**src/rtl/fork_nway_fflop_pkg.sv**
```systemverilog
// Shared constants for the eager N-way fork with per-branch 2-entry buffers.
package fork_nway_fflop_pkg;

    localparam int unsigned DEFAULT_SIZE = 8;
    localparam int unsigned DEFAULT_NOUT = 2;
    localparam int unsigned MIN_SIZE     = 1;
    localparam int unsigned MAX_SIZE     = 64;
    localparam int unsigned MIN_NOUT     = 2;
    localparam int unsigned MAX_NOUT     = 8;

endpackage : fork_nway_fflop_pkg

```
**src/rtl/fork_nway_fflop_fflop.sv**
```systemverilog
// Two-entry buffer with one-cycle latency; input retry is registered and
// asserted exactly when both entries are occupied.
module fork_nway_fflop_fflop
    import fork_nway_fflop_pkg::*;
#(
    parameter int unsigned Size = DEFAULT_SIZE
) (
    input  logic            clk,
    input  logic            reset,
    input  logic [Size-1:0] din_i,
    input  logic            din_valid_i,
    output logic            din_retry_o,
    output logic [Size-1:0] dout_o,
    output logic            dout_valid_o,
    input  logic            dout_retry_i
);

    typedef enum logic [1:0] {
        OCC_EMPTY = 2'd0,
        OCC_ONE   = 2'd1,
        OCC_TWO   = 2'd2
    } occ_e;

    occ_e            state_q, state_d;
    logic [Size-1:0] head_q, head_d;
    logic [Size-1:0] tail_q, tail_d;
    logic            valid_q, full_q;
    logic            push, pop;

    // Occupancy register; valid and full are registered copies of the next state.
    always_ff @(posedge clk) begin
        if (reset) begin
            state_q <= OCC_EMPTY;
            head_q  <= '0;
            tail_q  <= '0;
            valid_q <= 1'b0;
            full_q  <= 1'b0;
        end else begin
            state_q <= state_d;
            head_q  <= head_d;
            tail_q  <= tail_d;
            valid_q <= (state_d != OCC_EMPTY);
            full_q  <= (state_d == OCC_TWO);
        end
    end

    // Head entry always drives the output; a push into a full buffer cannot
    // happen because retry already blocks it.
    always_comb begin
        state_d = state_q;
        head_d  = head_q;
        tail_d  = tail_q;
        push    = din_valid_i & ~full_q;
        pop     = valid_q & ~dout_retry_i;
        case (state_q)
            OCC_EMPTY: begin
                if (push) begin
                    head_d  = din_i;
                    state_d = OCC_ONE;
                end
            end
            OCC_ONE: begin
                case ({push, pop})
                    2'b10: begin
                        tail_d  = din_i;
                        state_d = OCC_TWO;
                    end
                    2'b01: state_d = OCC_EMPTY;
                    2'b11: head_d  = din_i;
                    default: state_d = OCC_ONE;
                endcase
            end
            OCC_TWO: begin
                if (pop) begin
                    head_d  = tail_q;
                    state_d = OCC_ONE;
                end
            end
            default: state_d = OCC_EMPTY;
        endcase
    end

    assign din_retry_o  = full_q;
    assign dout_o       = head_q;
    assign dout_valid_o = valid_q;

endmodule : fork_nway_fflop_fflop

```
**src/rtl/fork_nway_fflop.sv**
```systemverilog
// Eager N-way fork: each masked branch takes the payload independently, and
// a done vector remembers which branches already have it until all do.
module fork_nway_fflop
    import fork_nway_fflop_pkg::*;
#(
    parameter int unsigned Size = DEFAULT_SIZE,
    parameter int unsigned Nout = DEFAULT_NOUT
) (
    input  logic                 clk,
    input  logic                 reset,
    input  logic [Size-1:0]      inp,
    input  logic [Nout-1:0]      inp_Mask,
    input  logic                 inp_Valid,
    output logic                 inp_Retry,
    output logic [Nout*Size-1:0] out,
    output logic [Nout-1:0]      outValid,
    input  logic [Nout-1:0]      outRetry
);

    logic [Nout-1:0] done_q, done_d;
    logic [Nout-1:0] br_retry;
    logic [Nout-1:0] offer;
    logic [Nout-1:0] accept;

    always_ff @(posedge clk) begin
        if (reset) begin
            done_q <= '0;
        end else begin
            done_q <= done_d;
        end
    end

    // Offers are suppressed during reset so nothing is taken and no retry is seen.
    always_comb begin
        offer     = {Nout{inp_Valid & ~reset}} & inp_Mask & ~done_q;
        accept    = offer & ~br_retry;
        inp_Retry = |(offer & br_retry);
        done_d    = done_q;
        if (inp_Valid && !inp_Retry) begin
            done_d = '0;
        end else if (inp_Valid) begin
            done_d = done_q | accept;
        end
    end

    for (genvar g = 0; g < int'(Nout); g++) begin : g_branch
        fork_nway_fflop_fflop #(
            .Size(Size)
        ) u_fflop (
            .clk          (clk),
            .reset        (reset),
            .din_i        (inp),
            .din_valid_i  (accept[g]),
            .din_retry_o  (br_retry[g]),
            .dout_o       (out[g*Size +: Size]),
            .dout_valid_o (outValid[g]),
            .dout_retry_i (outRetry[g])
        );
    end

endmodule : fork_nway_fflop

```
**config.mk**
```make
export PLATFORM = sky130hd
export DESIGN_NAME = fork_nway_fflop
export DESIGN_NICKNAME = d
export VERILOG_FILES = /design/src/rtl/fork_nway_fflop_pkg.sv /design/src/rtl/fork_nway_fflop_fflop.sv /design/src/rtl/fork_nway_fflop.sv
export SDC_FILE = /design/constraint.sdc
export NUM_CORES = 1
export LEC_CHECK = 0
export CORE_AREA = 2 2 76 56
export CTS_BUF_LIST = sky130_fd_sc_hd__clkbuf_2
export CTS_CLUSTER_SIZE = 25
export DETAILED_ROUTE_END_ITERATION = 8
export DIE_AREA = 0 0 78 58
export GPL_ROUTABILITY_DRIVEN = 0
export PLACE_DENSITY = 0.85
export SLEW_MARGIN = 30
export SYNTH_ARGS = -nofsm -noshare
export SYNTH_HDL_FRONTEND = slang
export SYNTH_SLANG_ARGS = --single-unit
```
**constraint.sdc**
```tcl
create_clock -name clk -period 3.32 [get_ports clk]
set_input_delay 0.664 -clock clk [delete_from_list [all_inputs] [get_ports clk]]
set_output_delay 0.664 -clock clk [all_outputs]
set_load 0.02 [all_outputs]
```
After elaboration in Yosys (flattened, before gate mapping):

Index checks and enable logic that the tools add are counted.

* bits in registers: 42
* output and inout port bits: 19

* equality and inequality tests: 18
* mux-type cells: 16
* bitwise logic cells: 17
* reductions and logical operators: 14

Operator list (number)
* 8-bit two-way mux: 6
* 8-bit case mux with 3 select lines: 2
* 2-bit case mux with 3 select lines: 4
* 2-bit == test (second input constant): 8
* 2-bit AND: 4
* 2-bit by 1-bit == test with 1-bit output (second input constant): 4
* 2-bit two-way mux: 4
* 2-bit by 1-bit != test with 1-bit output (second input constant): 4
* 4-bit AND reduction: 2
* 3-bit nonzero test: 2
* 1-bit AND: 5
* 1-bit NOT: 5
* 2-bit zero test: 2
* 2-bit != test (second input constant): 2
* 2-bit NOT: 2
* 2-bit AND reduction: 2
* 2-bit nonzero test: 2
* 2-bit OR reduction: 2
* 2-bit bitwise OR: 1
* 1-bit logical AND: 1
* 1-bit zero test: 1

Depth between registers and ports, before layout:

* word-level depth: 10
* depth in mapped cells: 6

By module:

Synthesis repeated with hierarchy kept, for this count alone.

* cells, all modules: 185
* area, all modules: 2050.7 um^2

By module, submodules not included
* fork_nway_fflop_fflop: instances 2, cells each 85, area each 954.7 um^2, seq. area each 400.4 um^2
* fork_nway_fflop: instances 1, cells each 15, area each 141.4 um^2, seq. area each 40.0 um^2

Least setup slack after synthesis:

No wires, ideal clock.

* kind: input -> output
* start point: input port reset
* end point: output port inp_Retry
* data arrival time: 1385 ps
* required time: 2656 ps
* slack: 1271 ps
* stages: 5
* cells stage by stage: buf_6 and4bb_2 buf_4 nand2_1 nand2_1

* word-level cells in the longest chain between the ends: 6

Ends and longest elaborated chain
* from (decl): line fork_nway_fflop.sv:10 `input logic reset,`
* 1-bit NOT: line fork_nway_fflop.sv:35 `offer = {Nout{inp_Valid & ~reset}} & inp_Mask & ~done_q;`
* 1-bit AND: line fork_nway_fflop.sv:35
* 2-bit AND (2 in series): line fork_nway_fflop.sv:35
* 2-bit AND: line fork_nway_fflop.sv:37 `inp_Retry = |(offer & br_retry);`
* 2-bit OR reduction: line fork_nway_fflop.sv:37
* to (decl): line fork_nway_fflop.sv:14 `output logic inp_Retry,`

No other way between the ends.

Final worst setup path:

* start point: input port inp_Valid
* end point: output port inp_Retry

* word-level cells in the longest chain between the ends: 5

Ends and longest elaborated chain
* from (decl): line fork_nway_fflop.sv:13 `input logic inp_Valid,`
* 1-bit AND: line fork_nway_fflop.sv:35
* 2-bit AND (2 in series): line fork_nway_fflop.sv:35
* 2-bit AND: line fork_nway_fflop.sv:37
* 2-bit OR reduction: line fork_nway_fflop.sv:37

No other way between the ends.

==> summary.txt <==
Outcome
  • Run status: finished, final reports clean

Route
  • Drt initial violations: 103
  • Via Count: between 1500 and 2000
  • Metal3 WL: 243 um
  • Highest metal used: met4
  • Average wire per standard cell: 13.33 um
  • Remaining DRCs: 0
  • Routed WL: 3.973 mm
  • Met2 wire len: about 1.8 mm
  • Drt pass-1 iters: 4
  • Routed metal-1 wirelength: 1.910 mm
  • Vias per cell: around 5.5
  • Final ANT Viol Nets: 0

Power and ir drop
  • Total power: 0.9610 mW
  • Leak pwr: 0.8778 nW
  • Internal power: around 0.71 mW
  • VDD IR max: between 200 and 300 uV
  • Clock share of power: 31.2%
  • Net Switching: 0.2476 mW
  • Logic pwr share: 13.6%
  • Sequential Power Share: a little under three fifths
  • Pwr Density: just over 400 nW/um2
  • Sw frac: about a quarter

Timing
  • Final Hold Viols: 0
  • Final Cycle Share: 91.86%
  • Period minus WS final: around 3000 ps
  • Worst-Margin Slew: 743.8 ps
  • Fin Setup TNS: 0 ps
  • RSZ-0062 raised after global routing: false
  • Clk_skew: slightly above 8 ps
  • Finish-stage setup viols: 0
  • Fmax: between 300 and 400 MHz
  • Slew HR: 50.31%
  • Max Transition Viols Final: 0

GRT
  • Largest net degree at the start of global routing: 52
  • Vias in the first global route: 1470
  • First-pass GRT wire length: about 7 mm
  • GRT Util Overall: between 10% and 20%
  • Initial antenna violation count: 0
  • Total global routing overflow: 0

Layout
  • Fin util: a little over 60%
  • Layout fillers: 337
  • Fin cells: 298
  • Area growth, synth to finish: 21.00%
  • Post-layout net count: 260
  • Most frequent cells in the layout: dfxtp_1 (42), clkdlybuf4s50_1 (33), nand2_1 (23)
  • Commonest non-fill, non-tap cell in the layout: dfxtp_1
  • Final instance area: 2365 um2
  • Layout cells sized above 1: a little over a tenth
  • Ant diodes: 0

Floorplan
  • Initial Util: 51.38%
  • Row count: 19
  • Core area: roughly 3800 um2
  • Die area: 4524 um2
  • Die width: a little under 80 um
  • Die span in y: 58 um
  • Ports: 34

Clock tree
  • TritonCTS Buffers: 5
  • Root Driver: clkbuf_2
  • Post_cts resized: 0
  • Hold_buf cts: 0
  • Worst skew pair latency: around 410 ps
  • H-tree depth: 2
  • CTS sink cnt: 42
  • Setup bufs post-CTS: 0
  • Bufs on Longest Clock Path: 2
  • CTS tree: done
  • Clock Pin Slew Worst Setup and Hold Paths: 210 ps

Placed design
  • Dpl hpwl: 2.769 mm
  • Cell count after placement: 290
  • Port Buf Inserts: 33
  • DP Area: between 2000 and 2500 um2

Worst setup path
  • WP buf/inv: 2
  • Worst Setup Start Kind: input pin
  • CP Data Required Time: ~2700 ps
  • Critical path's slowest cell: clkdlybuf4s50_1
  • Crit Path Class: in -> out
  • Critical Path End Type: output pin
  • Critical Path AT: 2390 ps
  • Crit-path leading delay family: buffers and inverters
  • Crit path largest cell delay: 620 ps
  • Crit-path cells: clkdlybuf4s50_1, and4bb_2, nand2_1, nand2_1, clkdlybuf4s50_1
  • CP Max Fanout: 7
  • Worst R2R Setup Slack: 1700 ps

Logic synthesis
  • Post-synthesis area per instance: 9.006 um2
  • Seq/Total Area, Yosys: 43.02%
  • Yosys cell types: 33
  • Mapped cell area: slightly below 2000 um2
  • Synth Instances: 217
  • Synthesized flop and latch total: 42
  • Synthesized Nets: 232
  • Yosys warns: 0

Min path
  • HP Class: reg -> reg

Flow run
  • Count of max-cap constraint violations: 0
## worst paths after layout
path	start	end	cells past startpoint
min reg2reg	g_branch[1].u_fflop.tail_q[3]	g_branch[1].u_fflop.tail_q[3]	2
min	g_branch[1].u_fflop.tail_q[3]	g_branch[1].u_fflop.tail_q[3]	2
max reg2reg	g_branch[0].u_fflop.state_q[1]	g_branch[0].u_fflop.dout_o[7]	4
max	inp_Valid	inp_Retry	5
## worst register-to-register path: stages, from the launching register on
cell and delay [ps]:
dfxtp_1 470, nor2b_1 640, nand2_1 130, a21oi_1 190, mux2_2 180
## power groups by stage
stage | Combinational [mW] | Clock (mW) | Sequential, mW
6_report | 0.131 | 0.300 | 0.530
5_1_grt | 0.143 | 0.331 | 0.533
4_1_cts | 0.131 | 0.309 | 0.530
3_5_place_dp | 0.130 | 0 | 0.540
3_3_place_gp | 0.129 | 0 | 0.540
2_1_floorplan | 0.0696 | 0 | 0.549
## routing by layer
metal	vias up	global-route usage (%)
li1	822	-
met1	773	27.22
met2	44	30.05
met3	4	6.075
met4	0	4.511
met5	-	0
## final cells by class
cell class	instances	area, um2	area share [%]
multi-input cells	158	1035	43.76
flip-flops and latches	42	840.8	35.56
repair buffers	35	345.3	14.60
well taps	52	65.06	2.751
clock inverters	2	37.54	1.587
clock buffers	6	30.03	1.270
inverters	3	11.26	0.4762
## flip-flops by register name, indices dropped and copies added (netlist names)
| register | cells |
|---|---|
| done_q | 2 |
| g_branch.u_fflop.din_retry_o | 2 |
| g_branch.u_fflop.tail_q | 16 |
| g_branch.u_fflop.dout_valid_o | 2 |
| g_branch.u_fflop.dout_o | 16 |
| g_branch.u_fflop.state_q | 4 |
## Yosys cell counts
master | count | area [um2]
mux2_2 | 8 | 90.09
a21o_1 | 1 | 7.510
nand4_2 | 1 | 12.51
nand2b_1 | 4 | 25.02
a22oi_1 | 1 | 7.510
buf_6 | 1 | 11.26
o21ai_0 | 10 | 50.05
o21a_1 | 1 | 7.510
buf_2 | 1 | 5.000
nand3b_1 | 1 | 7.510
buf_4 | 3 | 22.52
xnor2_1 | 1 | 8.760
a31oi_1 | 3 | 18.77
and4bb_2 | 2 | 25.02
nand2_1 | 23 | 86.33
clkbuf_1 | 9 | 33.78
o2bb2ai_1 | 1 | 8.760
a2111oi_4 | 1 | 27.53
nand3_1 | 10 | 50.05
mux2i_1 | 17 | 170.2
inv_1 | 3 | 11.26
nor2b_1 | 11 | 68.82
nor2_1 | 14 | 52.55
a21oi_1 | 18 | 90.09
a22o_1 | 1 | 8.760
nand2_2 | 1 | 6.260
a211oi_1 | 12 | 90.09
dfxtp_1 | 42 | 840.8
nand4bb_4 | 1 | 27.53
nor3_1 | 12 | 60.06
and2_1 | 1 | 6.260
and2b_1 | 1 | 7.510
o21ai_2 | 1 | 8.760
## logic make-up (layout without fill, tap and decap cells)
kind of cell / after synthesis / in the layout / synth area share, %
XOR/XNOR: 1 / 1 / 0.4482
flip-flops: 42 / 42 / 43.02
AND/OR/NAND/NOR: 82 / 82 / 22.28
buffers and inverters: 17 / 46 / 4.289
multiplexers: 25 / 25 / 13.32
AO/OA/AOI/OAI: 50 / 50 / 16.65
## through the flow
step | hold slack (ps) | setup WS [ps]
final | 492.0 | 270.3
after global routing | 513.8 | 180.6
after floorplan | 453.5 | 1271
after detailed placement | 467.4 | 265.8
after CTS | 491.8 | 258.5
after global placement | 460.7 | 309.5
Power figures use the tool's default switching activity.
